==> src/rtl/decoder_dispatch_scheduler.sv <==
`timescale 1ns/1ps
// decoder_dispatch_scheduler
//
// Pops the address tracker two entries at a time and hands the head window
// (head+0, head+1) to an idle decoder pair, chosen round-robin. Per-decoder
// busy flags come from start/done pulses, so the tracker is only popped when
// a pair can take the work.
//
// Ports:
//   clk, rst_n     clock, asynchronous active-low reset
//   sched_en       dispatch enable (low blocks new grants only)
//   fifo_count     tracker occupancy
//   fifo_wr        tracker write strobe this cycle
//   win_addr0/1    tracker head+0 / head+1 addresses
//   dec_done       per-decoder completion pulses
//   fifo_pop       pop-two strobe to the tracker
//   dec_start      per-decoder start pulses
//   dec_addr_even  address for the even decoder of the granted pair
//   dec_addr_odd   address for the odd decoder of the granted pair
//   dec_busy       registered per-decoder busy flags
//   sched_idle     FSM idle and no decoder busy
//   done_err       sticky: done seen for a non-busy decoder
//
// Optional: define SCHED_STATS_EN to add issue_cnt (32-bit, wraps) and
// stall_cnt (16-bit, saturating) counters.
module decoder_dispatch_scheduler #(
  parameter int unsigned ADDR_W    = 20,
  parameter int unsigned NUM_PAIRS = 4,
  parameter int unsigned CNT_W     = 10
) (
  input  logic                   clk,
  input  logic                   rst_n,
  input  logic                   sched_en,
  input  logic [CNT_W-1:0]       fifo_count,
  input  logic                   fifo_wr,
  input  logic [ADDR_W-1:0]      win_addr0,
  input  logic [ADDR_W-1:0]      win_addr1,
  input  logic [2*NUM_PAIRS-1:0] dec_done,
  output logic                   fifo_pop,
  output logic [2*NUM_PAIRS-1:0] dec_start,
  output logic [ADDR_W-1:0]      dec_addr_even,
  output logic [ADDR_W-1:0]      dec_addr_odd,
  output logic [2*NUM_PAIRS-1:0] dec_busy,
  output logic                   sched_idle,
  output logic                   done_err
`ifdef SCHED_STATS_EN
  ,
  output logic [31:0]            issue_cnt,
  output logic [15:0]            stall_cnt
`endif
);

  localparam int unsigned NumDec = 2 * NUM_PAIRS;
  localparam int unsigned PtrW   = (NUM_PAIRS > 1) ? $clog2(NUM_PAIRS) : 1;

  typedef enum logic [1:0] {StIdle, StIssue, StSettle} state_e;

  state_e              state_q, state_d;
  logic [PtrW-1:0]     grant_q, grant_d;
  logic [PtrW-1:0]     rr_ptr_q, rr_ptr_d;
  logic [NumDec-1:0]   busy_q, busy_d;
  logic [NumDec-1:0]   start_q, start_d;
  logic [ADDR_W-1:0]   addr_even_q, addr_even_d;
  logic [ADDR_W-1:0]   addr_odd_q, addr_odd_d;
  logic                pop_q, pop_d;
  logic                idle_q, idle_d;
  logic                err_q, err_d;

  logic [NUM_PAIRS-1:0] pair_idle;
  logic [PtrW-1:0]      rr_pick;
  logic                 pick_found;
  logic                 eligible;
  logic                 issue;

  always_comb begin
    for (int unsigned p = 0; p < NUM_PAIRS; p++) begin
      pair_idle[p] = ~busy_q[2*p] & ~busy_q[2*p+1];
    end
  end

  // First idle pair at or after rr_ptr, wrapping.
  always_comb begin
    int unsigned idx;
    idx        = 0;
    pick_found = 1'b0;
    rr_pick    = rr_ptr_q;
    for (int unsigned k = 0; k < NUM_PAIRS; k++) begin
      idx = (32'(rr_ptr_q) + k) % NUM_PAIRS;
      if (!pick_found && pair_idle[PtrW'(idx)]) begin
        pick_found = 1'b1;
        rr_pick    = PtrW'(idx);
      end
    end
  end

  assign eligible = sched_en && (fifo_count >= CNT_W'(2)) && pick_found;
  // A pop coinciding with a tracker write is lost, so issue waits it out.
  assign issue    = (state_q == StIssue) && !fifo_wr;

  // FSM: state register
  always_ff @(posedge clk or negedge rst_n) begin
    if (!rst_n) begin
      state_q <= StIdle;
      grant_q <= '0;
    end else begin
      state_q <= state_d;
      grant_q <= grant_d;
    end
  end

  // FSM: next state
  always_comb begin
    state_d = state_q;
    grant_d = grant_q;
    unique case (state_q)
      StIdle: begin
        if (eligible) begin
          state_d = StIssue;
          grant_d = rr_pick;
        end
      end
      StIssue:  if (!fifo_wr) state_d = StSettle;
      StSettle: state_d = StIdle;
      default:  state_d = StIdle;
    endcase
  end

  // FSM: outputs and busy tracking (next values of the output registers)
  always_comb begin
    pop_d       = issue;
    start_d     = '0;
    addr_even_d = addr_even_q;
    addr_odd_d  = addr_odd_q;
    rr_ptr_d    = rr_ptr_q;
    if (issue) begin
      start_d[{grant_q, 1'b0} +: 2] = 2'b11;
      addr_even_d = win_addr0;
      addr_odd_d  = win_addr1;
      rr_ptr_d    = (grant_q == PtrW'(NUM_PAIRS - 1)) ? '0 : grant_q + PtrW'(1);
    end
    busy_d = (busy_q & ~dec_done) | start_d;
    err_d  = err_q | (|(dec_done & ~busy_q));
    idle_d = (state_d == StIdle) && (busy_d == '0);
  end

  always_ff @(posedge clk or negedge rst_n) begin
    if (!rst_n) begin
      rr_ptr_q    <= '0;
      busy_q      <= '0;
      start_q     <= '0;
      addr_even_q <= '0;
      addr_odd_q  <= '0;
      pop_q       <= 1'b0;
      idle_q      <= 1'b1;
      err_q       <= 1'b0;
    end else begin
      rr_ptr_q    <= rr_ptr_d;
      busy_q      <= busy_d;
      start_q     <= start_d;
      addr_even_q <= addr_even_d;
      addr_odd_q  <= addr_odd_d;
      pop_q       <= pop_d;
      idle_q      <= idle_d;
      err_q       <= err_d;
    end
  end

  assign fifo_pop      = pop_q;
  assign dec_start     = start_q;
  assign dec_addr_even = addr_even_q;
  assign dec_addr_odd  = addr_odd_q;
  assign dec_busy      = busy_q;
  assign sched_idle    = idle_q;
  assign done_err      = err_q;

`ifdef SCHED_STATS_EN
  logic [31:0] issue_cnt_q;
  logic [15:0] stall_cnt_q;

  always_ff @(posedge clk or negedge rst_n) begin
    if (!rst_n) begin
      issue_cnt_q <= '0;
      stall_cnt_q <= '0;
    end else begin
      if (issue) issue_cnt_q <= issue_cnt_q + 32'd1;
      if ((state_q == StIssue) && fifo_wr && (stall_cnt_q != 16'hFFFF)) begin
        stall_cnt_q <= stall_cnt_q + 16'd1;
      end
    end
  end

  assign issue_cnt = issue_cnt_q;
  assign stall_cnt = stall_cnt_q;
`endif

endmodule

==> config.mk <==
export PLATFORM = sky130hd
export DESIGN_NAME = decoder_dispatch_scheduler
export DESIGN_NICKNAME = d
export VERILOG_FILES = /design/src/rtl/decoder_dispatch_scheduler.sv
export SDC_FILE = /design/constraint.sdc
export NUM_CORES = 1
export LEC_CHECK = 0
export CAP_MARGIN = 20
export CORE_AREA = 2 2 83 85
export CTS_CLUSTER_DIAMETER = 80
export DETAILED_ROUTE_END_ITERATION = 16
export DIE_AREA = 0 0 85 87
export PLACE_DENSITY = 0.78
export SLEW_MARGIN = 20
export SYNTH_ARGS = -nofsm -noshare
export SYNTH_HDL_FRONTEND = slang
export SYNTH_SLANG_ARGS = --single-unit
==> constraint.sdc <==
create_clock -name clk -period 4 [get_ports clk]
set_input_delay 0.8 -clock clk [delete_from_list [all_inputs] [get_ports clk]]
set_output_delay 0.8 -clock clk [all_outputs]
set_load 0.03 [all_outputs]
### Yosys cells after proc, flatten, opt, wreduce, memory -nomap -nowiden

Cells that the tools add are included.

* shifts and indexed selects: 2
* mux-type cells: 20
* bitwise gates (word level): 19
* reductions and logical operators: 16
* $lt $le $gt $ge: 5
* eq/ne operators: 2
* add/subtract/negate cells: 5

Operator list (number)
* bitwise AND 8 bit: 3
* NOT 8 bit: 2
* < comparator 2 x 3 -> 1 bit, second input constant: 4
* two-way mux 2 bit: 6
* greater-or-equal comparator 10 x 2 -> 1 bit, second input constant: 1
* binary-select mux 1 bit (select 2 bit): 4
* zero test 8 bit: 1
* two-way mux 1 bit: 8
* two-way mux 8 bit: 1
* NOT 1 bit: 8
* OR 8 bit: 1
* OR reduction 8 bit: 1
* variable shift 2 x 5 -> 8 bit, first input constant: 1
* variable part select 2 x 5 -> 8 bit, first input constant: 1
* logical AND 1 bit: 7
* negation 3 -> 5 bit: 1
* adder 2 x 1 -> 2 bit, second input constant: 2
* adder 2 bit, second input constant: 2
* bitwise AND 1 bit: 4
* zero test 1 bit: 4
* zero test 2 bit: 2
* case mux 2 bit (2 select lines): 1
* equality test 2 x 1 -> 1 bit, second input constant: 1
* equality test 2 bit, second input constant: 1
* other kinds (2): 2

* input bits: 62
* flip-flop bits (word level): 65

### Depth between registers and ports, before layout

* depth after elaboration: 19
* gate-level depth with buffers: 5

### Worst setup path before layout

OpenSTA, ideal clock, no wires.

* path type: input to register
* from: input fifo_wr
* to: register addr_even_q[10] (netlist: dec_addr_even[10])
* path slack: 2.223 ns
* setup time: 0.127 ns
* cell stages on the path: 4
* data arrival time: 1.649 ns
* required time: 3.873 ns
* path through: nor3b_2 > buf_6 > buf_6 > mux2_1

* cells in the longest elaborated chain, start to end: 2

Ends and longest elaborated chain
* start: declaration: RTL line 35 `input logic fifo_wr,`
* zero test 1 bit
* logical AND 1 bit: RTL line 98 `assign issue = (state_q == StIssue) && !fifo_wr;`
* end signal: assignment: RTL line 160 `addr_even_q <= addr_even_d;`
* end: declaration: RTL line 63 `logic [ADDR_W-1:0] addr_even_q, addr_even_d;`

No other way between the ends.
A chain may end at the register's enable or synchronous reset.

### Worst setup path in the final report

* from: register idle_q (netlist: sched_idle)
* to: output sched_idle

RTL lines
* start: declaration: RTL line 66 `logic idle_q, idle_d;`
* start signal: assignment: RTL line 163 `idle_q <= idle_d;`
* end: declaration: RTL line 44 `output logic sched_idle,`

No word-level cell between the ends.

==> reports/summary.json <==
{
  "final_hold_viol_count": 0,
  "p_total_w": 0.00314,
  "delay_contributed_by_the_slowest_stage_of_the_critical_path_ns": 0.66,
  "drt-wirelength-per-cell_um": 15.1,
  "clk_path_buf_depth": 2,
  "yosys.area_share.adder_pct": 1.96,
  "rr_worst_depth": 5,
  "crit_path_cell_trace": "clkdlybuf4s50_1",
  "cts_buffers": 9,
  "drt_drc_violations_left": 0,
  "die_area_sq_um": 7400,
  "timing.critical_path.buf_inv": 1,
  "initial_antenna_violation_count": 0,
  "antenna_cells": 0,
  "synthMuxAreaShare_pct": 19.0,
  "worst_hold_slack_ns": 0.474,
  "finalSetupViolations": 0,
  "via_per_inst": 4.90,
  "max_slew_margin_pct": 58.3,
  "clock_latency_ns": 0.33,
  "drt.antenna.violating_nets": 0,
  "worst_ep_arrival_time_ns": 1.50,
  "grt_max_degree": 37,
  "htree_levels": 3,
  "postSynth.topFlopCell": "sky130_fd_sc_hd__dfrtp_1",
  "clkSlewWorstSetupHoldPaths_ns": 0.07,
  "detailroute.via_count": 1937,
  "grt_pass1_vias": 1958,
  "core-area_sq_um": 6570,
  "cellLeakagePower_nw": 1.72,
  "synth_compound_area_share_pct": 7.24,
  "cts_tree": "yes",
  "synth_top_family_by_area": "multiplexers",
  "cts_num_sinks": 61,
  "place.gp.congestion": 0.935,
  "final.period_utilization_pct": 57.5,
  "die_w_um": 85,
  "post_syn_area_sq_um": 2560,
  "worst_slew_pin_slew_ns": 0.625,
  "final_min_period_ns": 2.30,
  "sequential_cell_area_fraction_in_the_yosys_report_pct": 59.7,
  "pwr_density_cell_nw_per_um2": 783,
  "detail_route.wirelength_um": 5950,
  "grt_setup_unrepaired": "no",
  "yosys.area_share.simple_pct": 6.80,
  "dp.final_hpwl_um": 4440,
  "async_reset_ff_share_pct": 100,
  "postCtsSetupBuffers": 0,
  "synth.top_cells.by_area": "sky130_fd_sc_hd__dfrtp_1 59%, sky130_fd_sc_hd__mux2_2 11%, sky130_fd_sc_hd__mux2_1 6.6%",
  "maxCapViolations": 0,
  "placementRows": 30,
  "worstSetupEndpointType": "output port",
  "critical_path.startpoint_type": "register",
  "synthesis.area_per_instance_sq_um": 13.8,
  "dr.pass1.iters": 4,
  "critical-path-top-delay-family": "buffers and inverters",
  "fin_skew_ns": 0.00758,
  "floorplan.initialDensity_pct": 39.0,
  "synth_edf_count": 0,
  "cp.depth": 1,
  "critPathRequiredTime_ns": 3.20,
  "area_growth_pct": 56.6,
  "first_pass_grt_wire_length_um": 9700,
  "yosysTopAreaCell": "sky130_fd_sc_hd__dfrtp_1",
  "yosysWarnings": 0,
  "final_net_count": 376,
  "synth.distinct_cells": 37,
  "fmaxAchievable_ghz": 0.434,
  "status": "finished, final reports clean",
  "yosysTopAreaCellShare_pct": 58.7,
  "worstHoldPathCells": 2,
  "globalRouteOverflowTotal": 0,
  "maximum_fanout_encountered_on_the_critical_timing_path": 1,
  "post_synthesis_cells": 186,
  "xor_and_xnor_fraction_of_the_mapped_netlist_area_pct": 0,
  "pre_cts_slack_ns": 1.44,
  "critical-path-slowest-cell": "sky130_fd_sc_hd__clkdlybuf4s50_1",
  "setup_total_negative_slack_ns": 0,
  "io_buffers": 119,
  "postCtsResizedCells": 0,
  "die_height_um": 87,
  "ios": 121,
  "ir_worst_vdd_uv": 456,
  "grt_use_total_pct": 17.0,
  "setup.worst_path.class": "register to output port",
  "setup_slack_ns": 1.70,
  "cts.root.buffer_cell": "sky130_fd_sc_hd__clkbuf_8",
  "final_layout_size_suffix_gt1_share_pct": 17.1,
  "cts_hold_repair.buffers": 0,
  "detail_route.iter0.violations": 79,
  "synth.ff_latch_count": 61,
  "synthesized_net_count": 252,
  "min-delay-path-class": "register to register",
  "finalMaxSlewViolations": 0
}
[Yosys cell counts, types with 2 or more instances]
cell                       instances
sky130_fd_sc_hd__mux2_2           26
sky130_fd_sc_hd__nand2_1           8
sky130_fd_sc_hd__nor3_1            2
sky130_fd_sc_hd__mux2_1           15
sky130_fd_sc_hd__or2_1             2
sky130_fd_sc_hd__nand2b_1          3
sky130_fd_sc_hd__nand3_1           2
sky130_fd_sc_hd__o221ai_1          2
sky130_fd_sc_hd__o211ai_2          2
sky130_fd_sc_hd__buf_6             3
sky130_fd_sc_hd__ha_1              4
sky130_fd_sc_hd__a21oi_1           2
sky130_fd_sc_hd__nor2_1            7
sky130_fd_sc_hd__inv_1            15
sky130_fd_sc_hd__o22ai_1           3
sky130_fd_sc_hd__buf_4             6
sky130_fd_sc_hd__dfrtp_1          60
sky130_fd_sc_hd__o21ai_0           5
[per-layer routing]
metal,GRT usage (%),share of wire [%],wire (um)
met1,20.5,41,2420
met2,27.5,50,2980
met3,5.88,7.7,461
met4,7.79,1.5,88
met5,0,0,0
[report_power, final]
| group | leakage (nW) | switching [W] | internal (W) | total, W |
|---|---|---|---|---|
| registers | 0.740 | 0.000164 | 0.000883 | 0.00105 |
| logic | 0.872 | 0.000812 | 0.000709 | 0.00152 |
| clock network | 0.106 | 0.000231 | 0.000338 | 0.000569 |
| total | 1.72 | 0.00121 | 0.00193 | 0.00314 |
[final timing paths]
check | startpoint | end | slack (ns)
hold / removal | done_err | done_err | 0.47
max in group asynchronous | rst_n | dec_addr_even[8] | 2.64
setup / recovery | sched_idle | sched_idle | 1.70
setup reg to reg | state_q[1] | sched_idle | 2.39
min in group asynchronous | rst_n | dec_addr_even[6] | 0.49
hold reg to reg | done_err | done_err | 0.47
[cells in the final DEF (no fill, tap or decap), drive strengths merged]
cell,Yosys,routed
dfrtp,60,60
a222oi,1,1
o21ai,6,6
clkinv,0,1
nor4,2,2
a21o,1,1
nor2b,1,1
a221oi,1,1
bufinv,0,1
clkbuf,0,13
nand2b,3,3
inv,15,15
o311ai,1,1
or2,2,2
nand2,8,8
o22ai,4,4
mux2,42,42
nor2,7,7
a21oi,2,2
a22o,1,1
nor4b,1,1
o211ai,2,2
clkinvlp,0,1
ha,4,4
buf,9,4
mux2i,1,1
or3,1,1
nor3,2,2
a31oi,2,2
clkdlybuf4s50,0,118
dfstp,1,1
o221ai,2,2
nor3b,2,2
nand3,2,2
[state kept, by name (all words and copies together), names as in the netlist]
name / count
dec_addr_even: 20
dec_addr_odd: 20
dec_busy: 8
dec_start: 4
done_err: 1
fifo_pop: 1
grant_q: 2
rr_ptr_q: 2
sched_idle: 1
state_q: 2
[worst reg2reg max path: stages (launching register included)]
cell and delay (ns):
sky130_fd_sc_hd__dfrtp_1 0.43, sky130_fd_sc_hd__nor3b_4 0.21, sky130_fd_sc_hd__buf_4 0.41, sky130_fd_sc_hd__nand2_1 0.19, sky130_fd_sc_hd__o21ai_0 0.20, sky130_fd_sc_hd__nor4b_2 0.09
[metrics by stage]
stage / utilization, % / instances / instance area (sq um)
after global placement: 57.8 / 379 / 3790
final: 61.0 / 395 / 4010
after global routing: 61.0 / 395 / 4010
after floorplan: - / 186 / 2560
after CTS: 61.0 / 395 / 4010
after detailed placement: 57.8 / 379 / 3790
[cell type report]
class	instances	area, sq um
multi-input combinational	101	902
inverter	15	56.3
clock inverter	3	42.5
fill	538	2560
tap	80	100
sequential	61	1530
timing repair buffer	122	1210
clock buffer	13	169
[kinds of logic (layout without fill, tap and decap cells)]
| family | after synthesis | in the layout |
|---|---|---|
| and+or+nand+nor | 31 | 31 |
| AOI/OAI and AO/OA | 23 | 23 |
| buffers and inverters | 24 | 153 |
| muxes | 43 | 43 |
| DFF | 61 | 61 |
| adders and majority gates | 4 | 4 |
(Power assumes the default switching activity.)
